<file path="config.mk">
export PLATFORM = sky130hd
export DESIGN_NAME = cont_gen
export DESIGN_NICKNAME = d
export VERILOG_FILES = /design/src/rtl/run_ctrl_pkg.sv /design/src/rtl/key_debounce.sv /design/src/rtl/cont_gen.sv
export SDC_FILE = /design/constraint.sdc
export NUM_CORES = 1
export LEC_CHECK = 0
export ABC_CLOCK_PERIOD_IN_PS = 1800
export CAP_MARGIN = 40
export CORE_UTILIZATION = 25
export CTS_CLUSTER_SIZE = 10
export DETAILED_ROUTE_END_ITERATION = 8
export PLACE_DENSITY = 0.45
export REMOVE_ABC_BUFFERS = 1
export SYNTH_ARGS = -nofsm -noshare
export SYNTH_HDL_FRONTEND = slang
export SYNTH_SLANG_ARGS = --single-unit
export TNS_END_PERCENT = 100
</file>
<file path="constraint.sdc">
create_clock -name clk -period 1.8 [get_ports clk]
set_input_delay 0.54 -clock clk [delete_from_list [all_inputs] [get_ports clk]]
set_output_delay 0.54 -clock clk [all_outputs]
set_load 0.01 [all_outputs]
</file>
<file path="src/rtl/run_ctrl_pkg.sv">
// Purpose: shared constants for the run-control conditioner (FSM encoding, defaults).
// Latency: n/a (package only).
// Backpressure: n/a (package only).
package run_ctrl_pkg;

  // Run-control FSM state encoding
  localparam logic [1:0] ST_IDLE     = 2'd0;
  localparam logic [1:0] ST_RUN_STEP = 2'd1;
  localparam logic [1:0] ST_HALT     = 2'd2;

  // Default debounce window (cycles) and step run length (cycles)
  localparam int DEB_CNT_DEF  = 1_000_000;
  localparam int STEP_LEN_DEF = 5;

endpackage

</file>
<file path="src/rtl/key_debounce.sv">
// Purpose: 2-flop synchroniser + debounce counter + rising-edge press strobe for one key.
// Latency: raw edge to press = 2 sync cycles + DEB_CNT cycles.
// Backpressure: none; a held key yields one press, the next needs a debounced release.
module key_debounce
  import run_ctrl_pkg::*;
#(
  parameter int DEB_CNT = DEB_CNT_DEF
) (
  input  logic clk,
  input  logic rst_n,
  input  logic key,
  output logic press
);

  localparam int CW = $clog2(DEB_CNT + 1);

  logic          sync1;
  logic          sync2;
  logic          level;
  logic          level_d;
  logic [CW-1:0] cnt;

  // Bring the asynchronous key into the clk domain
  always_ff @(posedge clk or negedge rst_n) begin
    if (!rst_n) begin
      sync1 <= 1'b0;
      sync2 <= 1'b0;
    end else begin
      sync1 <= key;
      sync2 <= sync1;
    end
  end

  // Accept a new level only after it has been stable for DEB_CNT cycles;
  // sync1 != sync2 means the synchronised level is about to change, so restart.
  always_ff @(posedge clk or negedge rst_n) begin
    if (!rst_n) begin
      cnt   <= '0;
      level <= 1'b0;
    end else if ((sync2 == level) || (sync1 != sync2)) begin
      cnt <= '0;
    end else if (cnt == CW'(DEB_CNT - 1)) begin
      cnt   <= '0;
      level <= sync2;
    end else begin
      cnt <= cnt + 1'b1;
    end
  end

  // Delayed copy of the debounced level for edge detection
  always_ff @(posedge clk or negedge rst_n) begin
    if (!rst_n) begin
      level_d <= 1'b0;
    end else begin
      level_d <= level;
    end
  end

  assign press = level & ~level_d;

endmodule

</file>
<file path="src/rtl/cont_gen.sv">
// Purpose: conditions CONTINUE/STEP keys into cont_pulse/halt_req strobes for the stop latch.
// Latency: key edge to cont_pulse = 2 + DEB_CNT + 1 cycles; halt_req STEP_LEN+1 cycles after a step pulse.
// Backpressure: none; presses while running or during a step run are dropped.
module cont_gen
  import run_ctrl_pkg::*;
#(
  parameter int DEB_CNT  = DEB_CNT_DEF,
  parameter int STEP_LEN = STEP_LEN_DEF
) (
  input  logic        clk,
  input  logic        rst_n,
  input  logic        key_cont,
  input  logic        key_step,
  input  logic        stop,
  output logic        cont_pulse,
  output logic        halt_req,
  output logic        step_busy,
  output logic [15:0] resume_cnt
);

  logic       cont_press;
  logic       step_press;
  logic [1:0] state;
  logic [7:0] step_cnt;

  key_debounce #(.DEB_CNT(DEB_CNT)) u_deb_cont (
    .clk   (clk),
    .rst_n (rst_n),
    .key   (key_cont),
    .press (cont_press)
  );

  key_debounce #(.DEB_CNT(DEB_CNT)) u_deb_step (
    .clk   (clk),
    .rst_n (rst_n),
    .key   (key_step),
    .press (step_press)
  );

  // Run-control FSM: resume on a press while halted, time a step run, then re-halt.
  // CONTINUE wins over STEP when both presses land on the same cycle.
  always_ff @(posedge clk or negedge rst_n) begin
    if (!rst_n) begin
      state      <= ST_IDLE;
      step_cnt   <= '0;
      cont_pulse <= 1'b0;
      resume_cnt <= '0;
    end else begin
      cont_pulse <= 1'b0;
      case (state)
        ST_IDLE: begin
          if (stop && (cont_press || step_press)) begin
            cont_pulse <= 1'b1;
            resume_cnt <= resume_cnt + 16'd1;
            if (!cont_press) begin
              step_cnt <= 8'(STEP_LEN - 1);
              state    <= ST_RUN_STEP;
            end
          end
        end
        ST_RUN_STEP: begin
          if (step_cnt == 8'd0) begin
            state <= ST_HALT;
          end else begin
            step_cnt <= step_cnt - 8'd1;
          end
        end
        ST_HALT: begin
          state <= ST_IDLE;
        end
        default: begin
          state <= ST_IDLE;
        end
      endcase
    end
  end

  // Registered status strobes, one cycle behind the state they report
  always_ff @(posedge clk or negedge rst_n) begin
    if (!rst_n) begin
      step_busy <= 1'b0;
      halt_req  <= 1'b0;
    end else begin
      step_busy <= (state == ST_RUN_STEP);
      halt_req  <= (state == ST_HALT);
    end
  end

endmodule

</file>
==> results.sh, run 1 <==
export IMPL_status="complete, but fails checks"
export IMPL_violations="setup timing"
export IMPL_report_final_slew_viol_count=0
export IMPL_hold_path_class="primary input to asynchronous set/reset pin"
export IMPL_cp_arrival_ns=2.07
export IMPL_die_width_um=122
export IMPL_clkTransAtPathRegs_ns=0.06
export IMPL_ctsHtreeMaxLevel=3
export IMPL_nets=448
export IMPL_setup_viol=1
export IMPL_clk_path_buf_depth=2
export IMPL_fill_cells=1432
export IMPL_dr_wl_met3_um=229
export IMPL_vias=2888
export IMPL_ios=24
export IMPL_drt_pass1_iterations=4
export IMPL_via_per_inst=4.64
export IMPL_die_area_um2=14900
export IMPL_drc=0
export IMPL_setup_ws_ns=-0.00839
export IMPL_worstPathRequired_ns=2.06
export IMPL_antenna_diode_count=0
export IMPL_syn_inst=351
export IMPL_synth_edf_count=0
export IMPL_wl_met2_um=3590
export IMPL_fin_area_um2=4990
export IMPL_min_period_ns=1.81
export IMPL_num_rows=43
export IMPL_power_density_nw_per_um2=717
export IMPL_finClkSkew_ns=0.00441
export IMPL_timing_fmax_mhz=553
export IMPL_grt_overflow=0
export IMPL_synth_area_leaders="dfrtp_1, xnor2_1, xor2_1"
export IMPL_grt_total_usage_pct=11.5
export IMPL_synth_area_um2=3610
export IMPL_drive_gt1_share_pct=23.8
export IMPL_finalNonFillerCells=622
export IMPL_synth_cell_types=42
export IMPL_start_util_pct=25.8
export IMPL_clkLatencyLatePin_ns=0.33
export IMPL_tns_ns=-0.00839
export IMPL_gp_congestion=0.748
export IMPL_slew_headroom_pct=73.1
export IMPL_ys_flop_type="dfrtp_1"
export IMPL_synthArstFlopShare_pct=100
export IMPL_yosysTopAreaCell="dfrtp_1"
export IMPL_cts_tree="built"
export IMPL_cap_violations=0
export IMPL_drt_met1_wl_um=3970
export IMPL_antenna_found_initial=0
export IMPL_area_delta_synth_final_pct=38.1
export IMPL_place_area_um2=4410
export IMPL_postCtsHoldBufs=0
export IMPL_synth_warnings=0
export IMPL_post_place_ws_ns=-0.241
export IMPL_portBuffers=23
export IMPL_finalHoldViolCount=0
export IMPL_drtIter0Drc=171
export IMPL_wl_um=7890
export IMPL_crit_type="flop to flop"
export IMPL_dp_cells=592
export IMPL_reg2reg_slack_ns=-0.008
export IMPL_avgRoutedWirePerCell_um=12.7
export IMPL_critPathCaptureType="flop"
export IMPL_worstMarginPinSlew_ns=0.400
export IMPL_grt_first_pass_wirelength_um=13700
export IMPL_cts_sinks=77
export IMPL_synth_avg_cell_area_um2=10.3
export IMPL_fp_dieH_um=122
export IMPL_whs_ns=0.0748
export IMPL_fp_coreArea_um2=14000
export IMPL_hpwl_um=5210
export IMPL_antenna_left=0
export IMPL_highest_signal_layer="met4"
export IMPL_crit_fanout=5
export IMPL_synth_top_cell_area_share_pct=53.3
export IMPL_root_buffer="clkbuf_16"
export IMPL_ys_ff_latch=77
export IMPL_yosysSeqAreaShare_pct=53.3
export IMPL_rsz0062_at_grt="true"
export IMPL_p_leak_nw=2.18
export IMPL_grt_max_degree=53
export IMPL_ir_drop_mv=0.418
export IMPL_numCtsBuffers=9
export IMPL_crit_path_start_kind="flop"
export IMPL_grt_pass1_vias=2890
export IMPL_min_period_over_period_pct=100
[where the power goes]
| group | leakage (nW) | internal [W] | switching [W] |
|---|---|---|---|
| combinational | 1.03 | 0.0000486 | 0.0000672 |
| clock | 0.139 | 0.00104 | 0.000677 |
| sequential | 1.02 | 0.00174 | 0.00000693 |
[registers in the layout (all words and copies together) (netlist names)]
signal,cells
resume_cnt,16
u_deb_cont.cnt,20
u_deb_step.sync2,1
u_deb_step.level,1
cont_pulse,1
u_deb_step.sync1,1
u_deb_step.level_d,1
u_deb_step.cnt,20
u_deb_cont.sync2,1
u_deb_cont.level,1
u_deb_cont.sync1,1
u_deb_cont.level_d,1
state,2
halt_req,1
step_cnt,8
step_busy,1
[critical path, cell delays in order (launching register included)]
cell	delay [ns]
dfrtp_1	0.40
nand4_4	0.13
or4_4	0.59
or4_4	0.50
a21oi_2	0.12
[routing by layer]
metal | vias to the layer above | global-route usage [%]
li1 | 1419 | -
met1 | 1430 | 16.3
met2 | 32 | 17.0
met5 | - | 0
met3 | 7 | 2.46
met4 | 0 | 4.80
[cells in the final DEF, fill, tap and decap left out, drive strengths merged, types with 10 or more instances in the layout]
master	instances
a21oi	12
dfrtp	77
inv	16
nor2	39
xnor2	23
nand3	23
clkbuf	16
nand2	21
xor2	21
nor3	13
o21ai	12
buf	57
nor4	10
o31ai	10
[stage by stage]
step,total power (W),utilization [%]
floorplan,0.00180,-
global placement,0.00187,31.5
detailed placement,0.00188,31.5
CTS,0.00361,33.9
global route,0.00373,35.7
finish,0.00358,35.7
[cell families (layout without fill, tap and decap cells)]
| logic type | Yosys count | count (layout) | synth area share, % |
|---|---|---|---|
| compound gates | 42 | 42 | 7.65 |
| xor+xnor | 44 | 44 | 10.7 |
| fa+ha+maj | 5 | 5 | 1.73 |
| simple gates | 160 | 160 | 23.8 |
| mux | 2 | 2 | 0.554 |
| flops | 77 | 77 | 53.3 |
| buf+inv | 21 | 112 | 2.25 |
[path summary, 6_finish.rpt]
| path | start | to | cells past startpoint |
|---|---|---|---|
| worst max register to register | u_deb_step.cnt[4] | u_deb_step.cnt[18] | 4 |
| worst max-delay path | u_deb_step.cnt[4] | u_deb_step.cnt[18] | 4 |
| worst min register to register | u_deb_cont.sync1 | u_deb_cont.sync2 | 0 |
| min in group clk | u_deb_cont.sync1 | u_deb_cont.sync2 | 0 |
| worst min-delay path | rst_n | step_cnt[4] | 1 |
| max in group asynchronous | rst_n | resume_cnt[4] | 2 |
[synthesized netlist by cell type, types with 2 or more instances]
cell type	instances
dfrtp_1	77
o31ai_1	8
nor4b_1	3
inv_1	16
a21oi_1	12
nand3_1	23
or4_1	9
mux2i_1	2
and4_1	2
o2111ai_1	2
or2_2	3
xnor2_1	23
nand2b_1	3
and2_1	2
nor2b_1	5
nand2_1	21
nand4_1	7
or3_1	8
and3_1	3
o22ai_1	2
o21ai_0	11
nor4_1	10
nor2_1	39
xor2_1	21
buf_2	2
nor3_1	13
nor3b_1	3
clkbuf_1	3
ha_1	5
[area by class of cell]
class	count	area, um^2	share of cell area, %
tap	180	225	4.51
multi-input combinational	253	1740	34.9
inverter	16	60.1	1.20
clock buffer	14	274	5.49
clock inverter	1	5.00	0.100
timing repair buffer	81	753	15.1
sequential	77	1930	38.7
[repair_timing]
action,CTS,global route
gates resized for setup,12,34
pin swaps,4,8
cloned,0,2
setup buffers,8,5
endpoints found under the setup margin,20,37
Note: power is estimated with default switching activity, not from simulation.
==> inputs of run 2 (changes only) <==
SLEW_MARGIN = 20   (was unset)
==> results of run 2 <==
Final layout, timing and power as in run 1 (identical DEF).
==> inputs of run 3 (changes only) <==
ABC_CLOCK_PERIOD_IN_PS = 1720   (was 1800)
PLACE_DENSITY = 0.43   (was 0.45)
clock period = 1.72 ns   (was 1.8 ns; I/O delays follow)
==> run 3 against run 2 <==
The flow still finishes with violations (setup timing). Register-to-register slack worse by 0.07 ns. Cell count increased by 3.2%. Worst hold slack worse by 0.027 ns. Clock power down 2%. Setup slack got worse by 0.068 ns. Sequential power grew 5%. Critical path type unchanged. Global-route usage is essentially flat.
==> results.sh, run 3 (synthesis results as in run 1) <==
export IMPL_min_period_ns=1.80
export IMPL_crit_chain="nand4_4 > or4_4 > or4_1 > a21oi_1"
export IMPL_fill_cells=1438
export IMPL_antenna_diode_count=0
export IMPL_die_width_um=122
export IMPL_power_density_nw_per_um2=709
export IMPL_ir_drop_mv=0.425
export IMPL_dp_cells=611
export IMPL_setup_viol=14
export IMPL_timing_rr_start="u_deb_step.cnt[4]"
export IMPL_cts_sinks=77
export IMPL_clk_path_buf_depth=2
export IMPL_grt_total_usage_pct=11.5
export IMPL_cpPeakStageDelay_ns=0.59
export IMPL_grt_overflow=0
export IMPL_reg2reg_slack_ns=-0.08
export IMPL_drive_gt1_share_pct=29.9
export IMPL_internal_power_w=0.00284
export IMPL_clock_power_share_pct=46.4
export IMPL_antenna_left=0
export IMPL_finalHoldViolCount=0
export IMPL_finalNonFillerCells=642
export IMPL_nets=467
export IMPL_via_per_inst=4.59
export IMPL_gp_congestion=0.691
export IMPL_grt_first_pass_wirelength_um=13700
export IMPL_seq_power_share_pct=50.4
export IMPL_clkTransAtPathRegs_ns=0.06
export IMPL_ctsHtreeMaxLevel=3
export IMPL_tns_ns=-0.518
export IMPL_avgRoutedWirePerCell_um=12.7
export IMPL_die_area_um2=14900
export IMPL_ios=24
export IMPL_timing_fmax_mhz=557
export IMPL_cts_tree="built"
export IMPL_slew_headroom_pct=68.4
export IMPL_reg_largest_list="u_deb_cont.cnt (20), u_deb_step.cnt (20), resume_cnt (16)"
export IMPL_post_place_ws_ns=-0.487
export IMPL_timing_rr_end="u_deb_step.cnt[18]"
export IMPL_fp_coreArea_um2=14000
export IMPL_root_buffer="clkbuf_16"
export IMPL_cap_violations=0
export IMPL_cp_arrival_ns=2.05
export IMPL_swShare_pct=21.7
export IMPL_crit_fanout=5
export IMPL_finClkSkew_ns=0.00473
export IMPL_final_common_cell="dfrtp_1"
export IMPL_drc=0
export IMPL_cp_slowest_cell="or4_4"
export IMPL_mostFrequentLayoutCells="dfrtp_1, buf_4, nor2_1, xnor2_1"
export IMPL_numCtsBuffers=9
export IMPL_violations="setup timing"
export IMPL_p_sw_w=0.000786
export IMPL_hpwl_um=5440
export IMPL_grt_pass1_vias=2899
export IMPL_drtIter0Drc=133
export IMPL_fp_dieH_um=122
export IMPL_critPathCaptureType="flop"
export IMPL_num_rows=43
export IMPL_combPwrFrac_pct=3.1
export IMPL_worstPathRequired_ns=1.97
export IMPL_drt_pass1_iterations=4
export IMPL_rsz0062_at_grt="true"
export IMPL_clkLatencyLatePin_ns=0.32
export IMPL_min_period_over_period_pct=104
export IMPL_antenna_found_initial=0
export IMPL_wl_um=8130
export IMPL_p_leak_nw=2.24
export IMPL_start_util_pct=25.8
export IMPL_report_final_slew_viol_count=0
export IMPL_status="complete, but fails checks"
export IMPL_setup_worst_path_start="u_deb_step.cnt[4]"
export IMPL_area_delta_synth_final_pct=41.4
export IMPL_crit_path_start_kind="flop"
export IMPL_whs_ns=0.0474
export IMPL_vias=2949
export IMPL_portBuffers=23
export IMPL_cp_endpoint="u_deb_step.cnt[18]"
export IMPL_setup_ws_ns=-0.0765
export IMPL_r2r_cells=4
export IMPL_worstMarginPinSlew_ns=0.470
export IMPL_hold_path_class="primary input to asynchronous set/reset pin"
export IMPL_grt_max_degree=44
export IMPL_crit_type="flop to flop"
[run 3: changes by cell type in the layout (fill, tap and decap cells not counted), moves of 3 or more]
cell	previous run	this run
dlygate4sd2_1	8	16
buf_4	50	71
nand3_1	20	17
nor3_1	13	8
clkbuf_8	3	0
clkdlybuf4s50_1	9	3
clkbuf_1	2	5
nor2_1	39	34
nor3_2	0	5
o21ai_0	11	8
nand3_2	2	6
nor2_2	0	4
[run 3: routing by layer]
layer | GRT usage [%] | wire length, um | up-vias
li1 | - | - | 1463
met1 | 15.2 | 3990 | 1439
met2 | 18.7 | 3830 | 39
met3 | 2.32 | 217 | 8
met4 | 3.89 | 99 | 0
met5 | 0 | 0 | -
[run 3: final cells by class]
cell class / count / area, um^2 / area share [%]
Sequential cell: 77 / 1930 / 37.7
Tap cell: 180 / 225 / 4.41
Clock buffer: 14 / 244 / 4.77
Timing Repair Buffer: 100 / 828 / 16.2
Inverter: 16 / 60.1 / 1.18
Clock inverter: 2 / 10.0 / 0.196
Multi-Input combinational cell: 253 / 1810 / 35.5
[run 3: worst min-delay path by stage]
stage / slack [ns] / startpoint / end / cells past startpoint
2_1_floorplan: 0.22 / rst_n / cont_pulse / 0
3_3_place_gp: 0.40 / rst_n / u_deb_step.cnt[3] / 1
3_5_place_dp: 0.39 / rst_n / u_deb_step.cnt[3] / 1
4_1_cts: 0.04 / rst_n / u_deb_step.sync1 / 1
5_1_grt: 0.05 / rst_n / u_deb_step.cnt[3] / 1
6_report: 0.05 / rst_n / u_deb_step.sync1 / 1
[run 3: per-stage QoR]
step | instance area (um^2) | power, W | utilization, %
finish | 5110 | 0.00362 | 36.5
floorplan | 3590 | 0.00188 | -
global placement | 4540 | 0.00196 | 32.4
global route | 5110 | 0.00379 | 36.5
CTS | 4960 | 0.00369 | 35.5
detailed placement | 4540 | 0.00196 | 32.4
[run 3: power by group through the flow]
stage | Combinational, W | Clock (W) | Sequential [W]
floorplan | 0.0000216 | 0 | 0.00186
global placement | 0.000103 | 0 | 0.00186
detailed placement | 0.000103 | 0 | 0.00186
CTS | 0.000114 | 0.00175 | 0.00183
global route | 0.000128 | 0.00183 | 0.00183
finish | 0.000114 | 0.00168 | 0.00183
[run 3: critical path: cells and delay by family, from the launching register on]
kind,cells,cell delay (ns)
simple gates,3,1.21
flops,1,0.39
compound gates,1,0.13
[run 3: repair_timing]
| action | 4_1_cts | 5_1_grt |
|---|---|---|
| buffers inserted | 10 | 5 |
| resized for setup | 42 | 38 |
| pin swaps | 12 | 16 |
| hold endpoints to repair | 0 | 0 |
| endpoints found under the setup margin | 62 | 52 |
| hold buffers | 0 | 0 |
| cloned | 1 | 2 |
==> edit (flow settings as in run 1) <==
Set the package constant `DEB_CNT_DEF` to 2_000_000 (it was 1_000_000).
--- a/src/rtl/run_ctrl_pkg.sv
+++ b/src/rtl/run_ctrl_pkg.sv
@@ -10,5 +10,5 @@
 
   // Default debounce window (cycles) and step run length (cycles)
-  localparam int DEB_CNT_DEF  = 1_000_000;
+  localparam int DEB_CNT_DEF  = 2_000_000;
   localparam int STEP_LEN_DEF = 5;
 
Formal check against the unedited RTL: no difference found for any inputs over 10 cycles, from zero or initial values and one cycle with rst_n low; that may be too few to reach the edited logic, so the function may still have changed.
==> edit against run 1 <==
The run still ends with negative setup slack left. Worst setup slack lost 0.16 ns. Synthesized area grew 3.1%. Sequential cell count grew 2. Clock skew grew 0.0044 ns. Total power grew 7.1%. Routed wire length shrank 3.3%. Design area shrank 1.6%.
==> edit: results (changes against run 1) <==
[metrics] combined global-route utilization of all metal layers: 0.108 (was 0.115)
[metrics] post-placement setup slack: -0.261 ns (was -0.241 ns)
[metrics] post-route clock skew: 0.00877 ns (was 0.00441 ns)
[metrics] run status: finished with violations (unchanged)
[metrics] share of the synthesized area in compound gates (AO/OA/AOI/OAI): 0.0678 (was 0.0765)
[metrics] DR WL met3: 202 µm (was 229 µm)
[metrics] global placement routability congestion: 0.762 (was 0.748)
[metrics] leading post-synthesis cells by cell area: sky130_fd_sc_hd__dfrtp_1 (53%), sky130_fd_sc_hd__xor2_1 (6.1%), sky130_fd_sc_hd__xnor2_1 (4.5%), sky130_fd_sc_hd__nor2_1 (3.8%), sky130_fd_sc_hd__nand3_1 (3.8%) (was sky130_fd_sc_hd__dfrtp_1 (53%), sky130_fd_sc_hd__xnor2_1 (5.6%), sky130_fd_sc_hd__xor2_1 (5.1%), sky130_fd_sc_hd__nor2_1 (4.1%), sky130_fd_sc_hd__nand3_1 (3.2%))
[metrics] proportion of synthesized chip area in sequential cells: 0.531 (was 0.533)
[metrics] number of instances in the synthesized netlist: 362 (was 351)
[metrics] Synth Area in Adders: 0.0168 (was 0.0173)
[metrics] GRT met2 Usage: 0.164 (was 0.170)
[metrics] average vias per placed instance: 4.53 (was 4.64)
[metrics] first-pass GRT wire length: 12,900 µm (was 13,700 µm)
[metrics] violated checks: negative setup slack (unchanged)
[metrics] worst hold slack: 0.137 ns (was 0.0748 ns)
[metrics] multiplexer fraction of the synthesized cell area: 0.00269 (was 0.00554)
[metrics] setup slack of the critical path after layout: -0.165 ns (was -0.00839 ns)
[metrics] placed inst area: 4480 µm² (was 4410 µm²)
[metrics] met1 Track Usage GR: 0.145 (was 0.163)
[metrics] met3 usage: 0.0261 (was 0.0246)
[metrics] number of cells after detailed placement: 604 (was 592)
[metrics] vias in the first global route: 2,713 (was 2,890)
[metrics] xor/xnor cell area share of the yosys netlist: 0.106 (was 0.107)
[metrics] final setup fails: 21 (was 1)
[metrics] Worst Setup SP: u_deb_cont.cnt[14]$_DFF_PN0_ (was u_deb_step.cnt[4]$_DFF_PN0_)
[metrics] number of vias in the routed layout: 2,846 (was 2,888)
[metrics] number of fill cells in the layout: 1,491 (was 1,432)
[metrics] Met2 Routed Length: 3470 µm (was 3590 µm)
[metrics] pin count of the biggest net entering global routing: 29 (was 53)
[metrics] fraction of the core area covered by cells at the end of the flow: 0.338 (was 0.357)
[metrics] Register-to-Register Path Depth: 5 (was 4)
[metrics] top post-synthesis cells by count: sky130_fd_sc_hd__dfrtp_1 (79), sky130_fd_sc_hd__nor2_1 (38), sky130_fd_sc_hd__nand3_1 (28), sky130_fd_sc_hd__xor2_1 (26), sky130_fd_sc_hd__nand2_1 (23) (was sky130_fd_sc_hd__dfrtp_1 (77), sky130_fd_sc_hd__nor2_1 (39), sky130_fd_sc_hd__nand3_1 (23), sky130_fd_sc_hd__xnor2_1 (23))
[metrics] wirelength, routed: 7630 µm (was 7890 µm)
-- edit: area by class of cell --
type | count | share of cell area
Clock buffer | 11 | 0.0495
Timing Repair Buffer | 77 | 0.133
Tap cell | 184 | 0.0469
Inverter | 8 | 0.00612
Multi-Input combinational cell | 264 | 0.344
Clock inverter | 5 | 0.0166
Sequential cell | 79 | 0.403
-- edit: worst max-delay path: stages (launching register included) --
cell and delay [ns]:
sky130_fd_sc_hd__dfrtp_1 0.37, sky130_fd_sc_hd__or4b_1 0.52, sky130_fd_sc_hd__or4_4 0.57, sky130_fd_sc_hd__o21ai_4 0.17, sky130_fd_sc_hd__buf_6 0.17, sky130_fd_sc_hd__nor2_1 0.06
-- edit: what timing repair did --
action,in CTS,in global routing
setup endpoints to repair,45,44
endpoints found under the hold margin,0,0
buffers inserted,6,2
gates resized for setup,18,13
pin swaps,2,2
-- edit: power breakdown --
group	internal [W]	switching, W
combinational	0.0000306	0.0000599
clock	0.00125	0.000700
sequential	0.00178	0.00000653
